File: src/rtl/wb_core_hub.sv
// Wishbone slave hub that decodes NUM_SLOTS core windows plus one register window,
// with per-access timeout, bad-address error and maskable sticky IRQ aggregation.
module wb_core_hub #(
    parameter int          NUM_SLOTS = 4,
    parameter logic [31:0] BASE_ADDR = 32'h3000_0000,
    parameter int          SLOT_AW   = 8,
    parameter int          TIMEOUT   = 16
) (
    input  logic                     wb_clk_i,
    input  logic                     wb_rst_ni,
    input  logic                     wbs_cyc_i,
    input  logic                     wbs_stb_i,
    input  logic                     wbs_we_i,
    input  logic [3:0]               wbs_sel_i,
    input  logic [31:0]              wbs_adr_i,
    input  logic [31:0]              wbs_dat_i,
    output logic                     wbs_ack_o,
    output logic [31:0]              wbs_dat_o,
    output logic [NUM_SLOTS-1:0]     slot_req_o,
    output logic                     slot_we_o,
    output logic [3:0]               slot_sel_o,
    output logic [SLOT_AW-3:0]       slot_addr_o,
    output logic [31:0]              slot_wdata_o,
    input  logic [NUM_SLOTS-1:0]     slot_ack_i,
    input  logic [32*NUM_SLOTS-1:0]  slot_rdata_i,
    input  logic [NUM_SLOTS-1:0]     slot_irq_i,
    output logic [2:0]               user_irq
);

    localparam int SW = $clog2(NUM_SLOTS + 1);
    localparam int CW = $clog2(TIMEOUT);
    localparam int OW = SLOT_AW - 2;

    typedef enum logic [1:0] {S_IDLE, S_WAIT, S_ACK} state_t;

    state_t                state_q, state_d;
    logic                  ack_q, ack_d;
    logic [31:0]           dat_q, dat_d;
    logic [NUM_SLOTS-1:0]  req_q, req_d;
    logic                  we_q, we_d;
    logic [3:0]            sel_q, sel_d;
    logic [OW-1:0]         addr_q, addr_d;
    logic [31:0]           wdata_q, wdata_d;
    logic [SW-1:0]         idx_q, idx_d;
    logic [CW-1:0]         cnt_q, cnt_d;
    logic [NUM_SLOTS-1:0]  mask_q, mask_d;
    logic [NUM_SLOTS-1:0]  pend_q, pend_d;
    logic [1:0]            err_q, err_d;
    logic [7:0]            err_id_q, err_id_d;
    logic [NUM_SLOTS-1:0]  irq_s_q, irq_s_d;
    logic [NUM_SLOTS-1:0]  irq_p_q, irq_p_d;
    logic [1:0]            uirq_q, uirq_d;

    logic [SW-1:0]         idx;
    logic [OW-1:0]         off;
    logic                  base_hit, is_core, is_hub, strobe;
    logic [31:0]           lane_mask, wbits, hub_rdata, slot_rd;
    logic                  slot_ack_hit;
    logic [NUM_SLOTS-1:0]  rise, pend_clr;
    logic [1:0]            err_set, err_clr;
    logic                  unused_ok;

    assign idx       = wbs_adr_i[SLOT_AW+SW-1:SLOT_AW];
    assign off       = wbs_adr_i[SLOT_AW-1:2];
    assign base_hit  = (wbs_adr_i[31:24] == BASE_ADDR[31:24]);
    assign is_core   = base_hit && (idx < SW'(NUM_SLOTS));
    assign is_hub    = base_hit && (idx == SW'(NUM_SLOTS));
    assign strobe    = wbs_cyc_i & wbs_stb_i;
    assign lane_mask = {{8{wbs_sel_i[3]}}, {8{wbs_sel_i[2]}}, {8{wbs_sel_i[1]}}, {8{wbs_sel_i[0]}}};
    assign wbits     = wbs_dat_i & lane_mask;
    assign rise      = irq_s_q & ~irq_p_q;
    // req_q is one-hot, so masking the acks with it ignores every non-selected slot
    assign slot_ack_hit = |(slot_ack_i & req_q);
    assign unused_ok    = ^{wbs_adr_i, wbs_dat_i, wbits};

    always_comb begin
        hub_rdata = 32'h0;
        if (off == OW'(0)) begin
            hub_rdata = {8'hA5, 8'(NUM_SLOTS), 16'h0002};
        end else if (off == OW'(1)) begin
            hub_rdata = {{(32-NUM_SLOTS){1'b0}}, mask_q};
        end else if (off == OW'(2)) begin
            hub_rdata = {{(32-NUM_SLOTS){1'b0}}, pend_q};
        end else if (off == OW'(3)) begin
            hub_rdata = {16'h0, err_id_q, 6'h0, err_q};
        end
    end

    always_comb begin
        slot_rd = 32'h0;
        for (int i = 0; i < NUM_SLOTS; i++) begin
            if (req_q[i]) begin
                slot_rd = slot_rdata_i[32*i +: 32];
            end
        end
    end

    always_comb begin
        state_d  = state_q;
        ack_d    = ack_q;
        dat_d    = dat_q;
        req_d    = req_q;
        we_d     = we_q;
        sel_d    = sel_q;
        addr_d   = addr_q;
        wdata_d  = wdata_q;
        idx_d    = idx_q;
        cnt_d    = cnt_q;
        mask_d   = mask_q;
        err_id_d = err_id_q;
        irq_s_d  = slot_irq_i;
        irq_p_d  = irq_s_q;
        uirq_d   = {|err_q, |(pend_q & mask_q)};
        pend_clr = '0;
        err_clr  = 2'b00;
        err_set  = 2'b00;

        case (state_q)
            S_IDLE: begin
                if (strobe) begin
                    if (is_hub) begin
                        state_d = S_ACK;
                        ack_d   = 1'b1;
                        dat_d   = hub_rdata;
                        if (wbs_we_i) begin
                            if (off == OW'(1)) begin
                                mask_d = (mask_q & ~lane_mask[NUM_SLOTS-1:0]) | wbits[NUM_SLOTS-1:0];
                            end else if (off == OW'(2)) begin
                                pend_clr = wbits[NUM_SLOTS-1:0];
                            end else if (off == OW'(3)) begin
                                err_clr = wbits[1:0];
                            end
                        end
                    end else if (is_core) begin
                        state_d = S_WAIT;
                        req_d   = NUM_SLOTS'(1) << idx;
                        we_d    = wbs_we_i;
                        sel_d   = wbs_sel_i;
                        addr_d  = off;
                        wdata_d = wbs_dat_i;
                        idx_d   = idx;
                        cnt_d   = '0;
                    end else begin
                        state_d    = S_ACK;
                        ack_d      = 1'b1;
                        dat_d      = 32'hBADA_DD00;
                        err_set[1] = 1'b1;
                    end
                end
            end
            S_WAIT: begin
                // an abandoned cycle takes priority: the master no longer wants any ack
                if (!wbs_cyc_i) begin
                    state_d = S_IDLE;
                    req_d   = '0;
                end else if (slot_ack_hit) begin
                    state_d = S_ACK;
                    req_d   = '0;
                    ack_d   = 1'b1;
                    dat_d   = slot_rd;
                end else if (cnt_q == CW'(TIMEOUT - 1)) begin
                    state_d    = S_ACK;
                    req_d      = '0;
                    ack_d      = 1'b1;
                    dat_d      = 32'hDEAD_0000 | 32'(idx_q);
                    err_set[0] = 1'b1;
                    err_id_d   = 8'(idx_q);
                end else begin
                    cnt_d = cnt_q + CW'(1);
                end
            end
            S_ACK: begin
                state_d = S_IDLE;
                ack_d   = 1'b0;
                dat_d   = 32'h0;
            end
            default: begin
                state_d = S_IDLE;
                ack_d   = 1'b0;
                dat_d   = 32'h0;
                req_d   = '0;
            end
        endcase

        pend_d = (pend_q & ~pend_clr) | rise;
        err_d  = (err_q & ~err_clr) | err_set;
    end

    always_ff @(posedge wb_clk_i or negedge wb_rst_ni) begin
        if (!wb_rst_ni) begin
            state_q  <= S_IDLE;
            ack_q    <= 1'b0;
            dat_q    <= 32'h0;
            req_q    <= '0;
            we_q     <= 1'b0;
            sel_q    <= 4'h0;
            addr_q   <= '0;
            wdata_q  <= 32'h0;
            idx_q    <= '0;
            cnt_q    <= '0;
            mask_q   <= '0;
            pend_q   <= '0;
            err_q    <= 2'b00;
            err_id_q <= 8'h0;
            irq_s_q  <= '0;
            irq_p_q  <= '0;
            uirq_q   <= 2'b00;
        end else begin
            state_q  <= state_d;
            ack_q    <= ack_d;
            dat_q    <= dat_d;
            req_q    <= req_d;
            we_q     <= we_d;
            sel_q    <= sel_d;
            addr_q   <= addr_d;
            wdata_q  <= wdata_d;
            idx_q    <= idx_d;
            cnt_q    <= cnt_d;
            mask_q   <= mask_d;
            pend_q   <= pend_d;
            err_q    <= err_d;
            err_id_q <= err_id_d;
            irq_s_q  <= irq_s_d;
            irq_p_q  <= irq_p_d;
            uirq_q   <= uirq_d;
        end
    end

    assign wbs_ack_o    = ack_q;
    assign wbs_dat_o    = dat_q;
    assign slot_req_o   = req_q;
    assign slot_we_o    = we_q;
    assign slot_sel_o   = sel_q;
    assign slot_addr_o  = addr_q;
    assign slot_wdata_o = wdata_q;
    assign user_irq     = {1'b0, uirq_q};

endmodule

File: config.mk
export PLATFORM = sky130hd
export DESIGN_NAME = wb_core_hub
export DESIGN_NICKNAME = d
export VERILOG_FILES = /design/src/rtl/wb_core_hub.sv
export SDC_FILE = /design/constraint.sdc
export NUM_CORES = 1
export LEC_CHECK = 0
export CAP_MARGIN = 25
export CORE_MARGIN = 3
export CORE_UTILIZATION = 36
export CTS_BUF_LIST = sky130_fd_sc_hd__clkbuf_16
export CTS_CLUSTER_DIAMETER = 100
export DETAILED_ROUTE_END_ITERATION = 16
export PLACE_DENSITY = 0.75
export SLEW_MARGIN = 20
export SYNTH_ARGS = -nofsm -noshare
export SYNTH_HDL_FRONTEND = slang
export SYNTH_SLANG_ARGS = --single-unit
File: constraint.sdc
create_clock -name wb_clk_i -period 1.9 [get_ports wb_clk_i]
set_clock_uncertainty 0.05 [all_clocks]
set_input_delay 0.475 -clock wb_clk_i [delete_from_list [all_inputs] [get_ports wb_clk_i]]
set_output_delay 0.475 -clock wb_clk_i [all_outputs]
set_load 0.005 [all_outputs]
# After elaboration in Yosys (flattened, before gate mapping)
# Index checks and enable logic that the tools add are counted.
# op_classes
n_addsub,1
multipliers,0
div,0
magnitude_cmp,1
n_eq_ne,17
n_shift,1
mux,64
bitwise,18
reduce_logical,15
# ops
operator,n
32-bit two-way mux,11
4-bit two-way mux,18
32-bit one-hot mux with 2 select lines,1
11-bit two-way mux,3
2-bit two-way mux,13
4-bit AND,6
1-bit two-way mux,14
6-bit by 2-bit equality test with 1-bit output (second input constant),2
2-bit inequality test (second input constant),6
4-bit inverter,3
4-bit one-hot mux with 3 select lines,1
4-bit AND reduction,3
5-bit AND reduction,2
8-bit by 6-bit equality test with 1-bit output (second input constant),1
4-bit OR,2
4-bit one-hot mux with 2 select lines,1
4-bit OR reduction,2
7-bit AND reduction,1
6-bit by 1-bit equality test with 1-bit output (second input constant),1
6-bit logical NOT,1
3-bit inequality test (second input constant),2
4-bit by 1-bit adder with 4-bit output (second input constant),1
4-bit equality test (second input constant),1
4-bit inequality test (second input constant),1
17 further kinds,20
# word_totals
reg_bits,112
latch_bits,0
ramBits,0
rom_bits,0
input_bits,209
output_inout_bits,83
wordCells,134
n_memories,0

# Logic depth before layout (Yosys ltp)
# Gate-level depths: netlist (run 1).
# logic_depth
ltp_word,11
mapped_depth,8

# Least setup slack after synthesis (run 1)
# OpenSTA, ideal clock, no wires.
# synth_path
kind,in2reg
from,input wbs_adr_i[25]
to,register (tool-made name)
arrival_time_ns,1.950
required_time_ns,1.725
slack_ns,-0.225
cell_stages,5
path_buffers,0
path_cell_list,nor4_4 -> nand4_2 -> nor4_4 -> and2_4 -> mux2_4
# synth_rtl
item,line_no,text
from (decl),15,"input logic [31:0] wbs_adr_i,"

# Worst setup path in the final report (run 1)
# layout_path
from,input slot_ack_i[3]
to,register dat_q[1] (netlist: wbs_dat_o[1])
# layout_between
elab_chain_cells,5
# layout_rtl
item,line_no,text
from (decl),24,"input logic [NUM_SLOTS-1:0] slot_ack_i,"
4-bit AND (*),73,assign slot_ack_hit = |(slot_ack_i & req_q);
4-bit OR reduction (*),73,
32-bit two-way mux,156,end else if (slot_ack_hit) begin
32-bit two-way mux,153,if (!wbs_cyc_i) begin
32-bit one-hot mux with 2 select lines,118,case (state_q)
to (signal assigned),211,dat_q <= dat_d;
to (decl),38,"logic [31:0] dat_q, dat_d;"
# Every way passes the cells marked *; elsewhere a longest branch is shown, timed or not. The select of a mux whose other input is x is not followed.
# A chain may end at the register's enable or synchronous reset.

==> results of run 1 <==
power groups by stage:
stage	clock network (mW)	logic (mW)	registers [mW]
floorplan	0	0.718	2.66
global placement	0	1.79	2.66
detailed placement	0	1.83	2.67
CTS	1.83	2.09	2.62
global route	1.93	2.46	2.65
finish	1.79	2.31	2.64
layout make-up:
class                   instances  area share, %
clock buffers                   9           2.19
clock inverters                 7          0.437
inverters                      20          0.729
multi-input cells             355           28.8
flip-flops and latches        112           27.3
well taps                     211           2.56
repair buffers                378           38.0
routing by layer:
layer / wire (microns) / share of wire [%]
met4: 843 / 3.6
met1: 9200 / 40
met5: 0 / 0
met2: 11800 / 51
met3: 1370 / 5.9
layout by cell type (no fill, tap or decap), types with 7 or more instances in the layout:
| cell type | count |
|---|---|
| inv_1 | 20 |
| o21ai_2 | 7 |
| nand2_2 | 16 |
| o21ai_0 | 11 |
| clkbuf_16 | 14 |
| a22o_1 | 15 |
| nor2b_1 | 25 |
| dlymetal6s2s_1 | 8 |
| mux2_4 | 8 |
| buf_4 | 74 |
| o21ai_1 | 11 |
| nor2_1 | 7 |
| buf_12 | 13 |
| nand2_1 | 35 |
| dfrtp_1 | 108 |
| a221o_1 | 12 |
| dlygate4sd2_1 | 7 |
| a221oi_1 | 22 |
| mux2_2 | 45 |
| nand3_1 | 7 |
| o31ai_1 | 14 |
| clkdlybuf4s50_1 | 252 |
| a21oi_1 | 23 |
final timing paths:
kind	startpoint	end	slack [ps]	cells after the start
min	wbs_adr_i[4]	slot_addr_o[2]$_DFFE_PN0P_	330	2
max	slot_ack_i[3]	wbs_dat_o[1]$_DFFE_PN0P_	-50	8
min reg2reg	irq_p_d[0]$_DFF_PN0_	irq_p_q[0]$_DFF_PN0_	340	0
max in group asynchronous	wb_rst_ni	state_q[1]$_DFFE_PN0P_	790	3
min in group asynchronous	wb_rst_ni	slot_wdata_o[7]$_DFFE_PN0P_	430	2
max reg2reg	slot_req_o[2]$_DFFE_PN0P_	wbs_dat_o[10]$_DFFE_PN0P_	-40	9
sequential cells by signal, indices dropped and copies added (netlist names), 3 cells and up, named ones only:
signal / cells
pend_q: 4
slot_wdata_o: 32
irq_p_d: 4
cnt_q: 4
slot_addr_o: 6
wbs_dat_o: 32
idx_q: 3
err_id_q: 3
slot_req_o: 4
slot_sel_o: 4
irq_p_q: 4
cells by family (layout without fill, tap and decap cells):
| family | count (synthesis) | count (layout) | synth area share, % |
|---|---|---|---|
| mux | 57 | 57 | 11.6 |
| fa+ha+maj | 1 | 1 | 0.221 |
| xor+xnor | 2 | 2 | 0.309 |
| other cells | 1 | 1 | 0.0662 |
| flops | 112 | 112 | 49.5 |
| compound gates | 164 | 164 | 21.5 |
| simple gates | 130 | 130 | 12.4 |
| buf+inv | 61 | 414 | 4.35 |
per-stage QoR:
stage	setup WS, ps	hold WS [ps]	std cells	power, mW	utilization, %
after floorplan	-222	129	528	3.37	-
after global placement	-623	259	1038	4.44	59.5
after detailed placement	-700	261	1038	4.50	59.5
after CTS	-18.9	345	1075	6.54	64.6
after global routing	-100	341	1092	7.04	67.3
final	-54.2	325	1092	6.73	67.3
worst max-delay path: cells and delay by family:
| kind | cells | cell delay, ps |
|---|---|---|
| AOI/OAI and AO/OA | 4 | 680 |
| buffers and inverters | 4 | 980 |
what timing repair did:
action | 4_1_cts | 5_1_grt
hold buffers | 1 | 0
setup buffers | 14 | 10
gates resized for setup | 74 | 67
endpoints found under the setup margin | 106 | 57
pin swaps | 20 | 29
endpoints found under the hold margin | 6 | 0
cloned | 6 | 7
==> summary by stage, run 1 <==
Run status
The run finished, with violations left. The checks that failed: setup timing.

Flow run
The count of maximum capacitance violations is 0.

Pwr
The internal portion of the total power is 4.73 mW. For this design the total switching power over the nets is 2.00 mW. The power share of the combinational group is 34.3%. Dividing total power by cell area gives a power density of about 650 mW/mm^2. Sequential cells account for 39.2% of the total power. The analysis attributes to cell leakage a power of 4.56 nW.

The worst-case IR drop observed on VDD is 459 uV. Net switching is 29.7% of the power. The clock network burns between 20% and 30% of the power.

Global route
The residual overflow from global routing is 0. In this run the most used layer during global routing was met2. The initial antenna violation count is 0.

The met3 routing resource usage after global routing is 4.52%. The met1 routing resource usage after global routing is 31.5%. The via count of the first global-routing pass is 6265.

For this run, global-route usage on met2 was measured as 43.4%. Global routing used 25.1% of the available tracks. The first global-routing pass estimated around 35 mm of wire. Entering global routing, the biggest net connects 55 pins.

Timing
Static timing analysis puts the maximum clock frequency at 0.512 GHz. The max-slew violation total from the final report is 0. The least setup slack across all paths after layout is -54.2 ps. The relative slew slack is 62.6%.

Of the available clock period, the critical path in the final layout requires 103%. The number of endpoints with negative hold slack in the final report is 0. Setup violations remaining at the end of the flow were counted as 36. For the pin with the worst max-slew slack, the measured transition is between 500 and 600 ps. Setup repair after global routing could not meet its margin everywhere. The shortest period the worst path allows is roughly 2000 ps. The sum of negative setup slack is -923 ps.

Yosys
Among all flip-flop cells after synthesis, the most frequent one is dfrtp_1. In the post-synthesis netlist, the biggest area contributors are dfrtp_1 50%, mux2_2 9.7%, a221oi_1 4.2%. The dominant cell by count in the synthesized netlist is dfrtp_1. The share of the synthesized area in the top cell type is 49.5%.

The number of storage elements in the synthesis netlist is between 100 and 150. Counting every instance in the synthesized netlist gives 528. The area of the mapped netlist is 0.00566 sq mm. After synthesis, the most frequently instantiated cells are 112 x dfrtp_1, 53 x nand2_1, 49 x mux2_2. The number of nets handed over by synthesis was between 700 and 800. In this run, synthesis inferred 0 flip-flops with an integrated enable. After synthesis, the share of flip-flops with an asynchronous set or reset is 100%.

The cell type with the highest aggregate area in the netlist is dfrtp_1. The number of library cell types mapped by synthesis is 58. The per-instance average area after synthesis is about 11 sq um. The sequential cell area fraction in the yosys report is 49.5%. The Yosys step of the flow raised 0 warnings.

Place
The sum of net half-perimeters after detailed placement is between 15 and 20 mm. In this run the cell area measured after placement is 0.00911 sq mm. Port buffering added between 200 and 300 buffers. The final weighted congestion in routability-driven placement is about 0.88.

Finish
Of the cells placed in the final design, the portion with a size suffix greater than 1 is between 20% and 30%. The area of the multi-input gates is 0.00297 sq mm. The antenna diode instance count is 0. The filler cells instantiated in the layout total roughly 1100. Summing all flip-flop and latch instances after layout gives 0.00281 sq mm. The post-layout net count is around 1100. The post-layout instance area is 0.0103 sq mm. Relative to the synthesized area, the layout overhead comes to 82.0%.

Drt
The detailed-route DRC error count is 0. Summed over all layers, the routed wires come to 23.2 mm. For this run, the detailed router's first-pass iteration total came to 5. The final route contains about 6000 vias. In this run, the number of DRC markers left after iteration 0 of detailed routing was 454.

In the routed layout, each cell is associated on average with a via count of 5.46. The count of nets left with antenna violations once routing finished came out at 0. After detailed routing, the average wire length per cell comes to 21.3 microns.

Floorplan
In this run the horizontal extent of the chip is 131 microns. The total area inside the core boundary comes to 0.0153 sq mm. Measured along the y axis, the die boundary spans 131 microns. The initialized floorplan defines 45 standard-cell rows. The initial utilization of the core area, before any placement, comes to 37.0%. The die area is 0.0173 sq mm. For this design the top-level I/O count stands at 292.

Critical path
Walking the worst path, the cells encountered are clkdlybuf4s50_1, a22oi_2, buf_4, a41oi_2, o22ai_4, buf_12, clkbuf_16, a22o_1. The data required time at the worst endpoint is 2090 ps. On the worst path, the slowest cell contributes a delay of roughly 500 ps. The critical-path maximum fanout is 6. The critical path launch point type is a primary input. The critical path endpoint category is a flip-flop.

The category of the critical setup timing path is primary input to flip-flop. The standard cell with the maximum stage delay on the critical path is clkdlybuf4s50_1. STA puts the critical path data arrival time at 2140 ps.

CTS
The clock drives 112 sinks. The root buffer selected by CTS is clkbuf_16. The number of H-tree levels is 3. TritonCTS built the clock tree. The clock transition at the register clock pins on the worst setup and hold paths after CTS is 70 ps.

The number of clock buffers added by TritonCTS is 9. The number of buffers between clock root and the deepest sink is 2. The latest clock arrival within the worst-skew pair is 350 ps.

Hold path
The worst hold-check path type is primary input to flip-flop.
No activity file was read; power rests on OpenSTA's default activity.
==> run 2: changes to the inputs <==
CTS_BUF_LIST = default   (was sky130_fd_sc_hd__clkbuf_16)
==> summary by stage, run 2 (synthesized netlist as in run 1, its figures left out) <==
Drt
The total via count after detailed routing came to 5969 (+0.18%). The via density per instance came to 5.48 (+0.46%). The routed wire length per instance is 21.4 microns (+0.68%). The final wirelength is 23.3 mm (+0.40%). The number of DRC markers in iteration 0 came to 401 (-12%). The residual antenna-violating net count after detailed routing is 0 (unchanged).

The detailed-route DRC error count is 0 (unchanged). The detailed-routing iteration count for the pre-antenna-repair pass is 4 (-1).

Pwr
The power share of the combinational group is 33.9% (-0.4 points). The proportion of power drawn by flip-flops and latches is 38.7% (-0.5 points). The clock network fraction of design power is 27.4% (+0.8 points).

The net switching fraction of the power came to 29.7% (about the same). The power after layout was 6.84 mW (+1.6%). The internal power of the cells was 4.81 mW (+1.6%). The net switching power of the design is 2.03 mW (+1.6%). The leakage dissipation came to 4.58 nW (+0.58%). The maximum vdd ir drop was 461 uV (+0.36%).

The total power divided by cell area is 661 mW/mm^2 (+1.1%).

Critical path
By instance count, the cell type seen most on the critical path is buf_6. The critical-path maximum fanout came to 5 (-1). Walking the worst path, the cells encountered are buf_6, a22oi_2, buf_4, a41oi_2, o22ai_4, clkbuf_16, buf_6, a22o_1. The critical path is of the flip-flop to flip-flop type. The standard cell with the maximum stage delay on the critical path is dfrtp_2. The critical path launch point type is a flip-flop. The worst stage delay on the critical path is 450 ps (-50 ps).

The critical path endpoint category is a flip-flop. The total buffers and inverters traversed by the critical path is 4 (unchanged). The data required time at the worst endpoint was 2140 ps (+50 ps). The data arrival time of the critical path came to 2200 ps (+60 ps). Grouping stages by cell kind, the critical path spends the most delay in compound AO/OA/AOI/OAI gates.

Timing
The post-route worst hold slack is 327 ps (+1.54 ps). The least setup slack across all paths after layout is -58.4 ps (-4.17 ps). The relative slew slack came to 63.1% (+0.50 points). Setup repair after global routing could not meet its margin everywhere. The actual transition at the worst max-transition pin came to 553 ps (-7.54 ps). The shortest period the worst path allows is 1960 ps (+4.17 ps). The number of endpoints with negative hold slack in the final report is 0 (unchanged). The fmax is 0.511 GHz (-0.21%). The portion of the clock cycle consumed by the worst path in the final layout is 103% (+0.22 points). The final count of negative-setup-slack endpoints is 39 (+8.3%). The max-slew violation total from the final report came to 0 (unchanged).

Global route
The via count of the first global-routing pass is 6264 (-0.016%). The residual overflow from global routing is 0 (unchanged). The global router's overall resource usage came to 25.2% (about the same). The largest net degree at the start of global routing is 55 (unchanged). The initial antenna violation count is 0 (unchanged). The global-route wire length before repair is 34.7 mm (about the same).

Finish
The layout overhead on the synthesized area is 82.8%. The total of fill cells in the finished design is 1107 (-0.98%). The antenna diode instance count came to 0 (unchanged). The fraction of final layout cells with drive strength greater than 1 was 30.1% (+1.2 points). In the layout the commonest cells are 252 x clkdlybuf4s50_1, 108 x dfrtp_1, 72 x buf_4. The library cell used most frequently in the layout, excluding fill and tap cells, is clkdlybuf4s50_1. The utilization after layout is 67.6% (+0.31 points). The post-layout net count came to 1083 (-0.28%).

Flow run
The count of maximum capacitance violations came to 0 (unchanged).

Floorplan
The area inside the core boundary is 0.0153 sq mm (unchanged). The number of top-level pins is 292 (unchanged). The die extent in x is 131 microns (unchanged). The initial core utilization is 37.0% (unchanged). The die area is 0.0173 sq mm (unchanged). The height of the die is 131 microns (unchanged). The cell row count was 45 (unchanged).

Place
The count of input and output buffers is 275 (unchanged). The sum of net half-perimeters after detailed placement was 15.9 mm (unchanged). The final weighted congestion in routability-driven placement was 0.881 (unchanged).

CTS
The number of sinks on the clock net is 112 (unchanged). The TritonCTS clock tree is done. Clock tree synthesis selected as its root buffer the cell clkbuf_16. The clock buffer count from CTS is 9 (unchanged). The latest clock arrival within the worst-skew pair is 350 ps (about the same). The number of buffers between clock root and the deepest sink came to 2 (unchanged). The number of H-tree levels is 3 (unchanged). The clock transition at the register clock pins on the worst setup and hold paths after CTS is 70 ps (about the same).

Hold path
The min-delay analysis places its worst path in the category primary input to flip-flop.

Run status
The checks that failed: setup timing. The flow ran to the end, but the final reports show violations.
==> run 2: changes by cell type in the layout (fill, tap and decap cells not counted), sizes merged <==
cell / before / now
inv: 24 / 23
clkbuf: 18 / 21
buf: 96 / 93
clkinv: 2 / 0
==> run 2: worst paths after layout <==
path	depth (start not counted)	start	end	slack, ps
min	2	wbs_adr_i[4]	slot_addr_o[2]$_DFFE_PN0P_	330
max	8	slot_req_o[2]$_DFFE_PN0P_	wbs_dat_o[24]$_DFFE_PN0P_	-60
max reg2reg	8	slot_req_o[2]$_DFFE_PN0P_	wbs_dat_o[24]$_DFFE_PN0P_	-60
min in group asynchronous	2	wb_rst_ni	slot_wdata_o[9]$_DFFE_PN0P_	430
min reg2reg	0	irq_p_d[0]$_DFF_PN0_	irq_p_q[0]$_DFF_PN0_	340
max in group asynchronous	3	wb_rst_ni	state_q[1]$_DFFE_PN0P_	780
==> run 2: per-layer routing <==
layer  wire length (microns)  share of wire, %  global-route usage, %
met5                       0                 0                      0
met2                   12000                52                   43.4
met4                     748               3.2                   9.33
met1                    9330                40                   31.6
met3                    1190               5.1                   4.52
==> run 2: final cells by class <==
class	instances	area (sq um)	share of cell area, %
repair buffers	375	3870	37.4
multi-input cells	355	3040	29.4
flip-flops and latches	112	2810	27.1
well taps	211	264	2.55
clock buffers	12	256	2.48
inverters	20	75.1	0.725
clock inverters	4	33.8	0.326
==> run 2: power groups by stage <==
stage               sequential (mW)  combinational (mW)  clock [mW]
detailed placement             2.67                1.83           0
CTS                            2.62                2.09        1.92
floorplan                      2.66               0.718           0
global route                   2.66                2.46        2.03
global placement               2.66                1.79           0
finish                         2.65                2.32        1.88
==> run 2: what timing repair did <==
item,CTS,global route
hold buffers,1,0
hold endpoints to repair,6,0
gates cloned,6,7
endpoints found under the setup margin,106,57
gates resized for setup,74,86
setup buffers,14,9
pin swaps,20,38
==> run 2: metrics by stage <==
step / area (sq um) / setup WS [ps] / instances / setup TNS (ps)
finish: 10300 / -58.4 / 1089 / -1360
CTS: 9920 / -18.9 / 1075 / -98.4
detailed placement: 9110 / -700 / 1038 / -56970
global placement: 9110 / -623 / 1038 / -51250
global route: 10300 / -106 / 1089 / -2690
floorplan: 5660 / -222 / 528 / -918
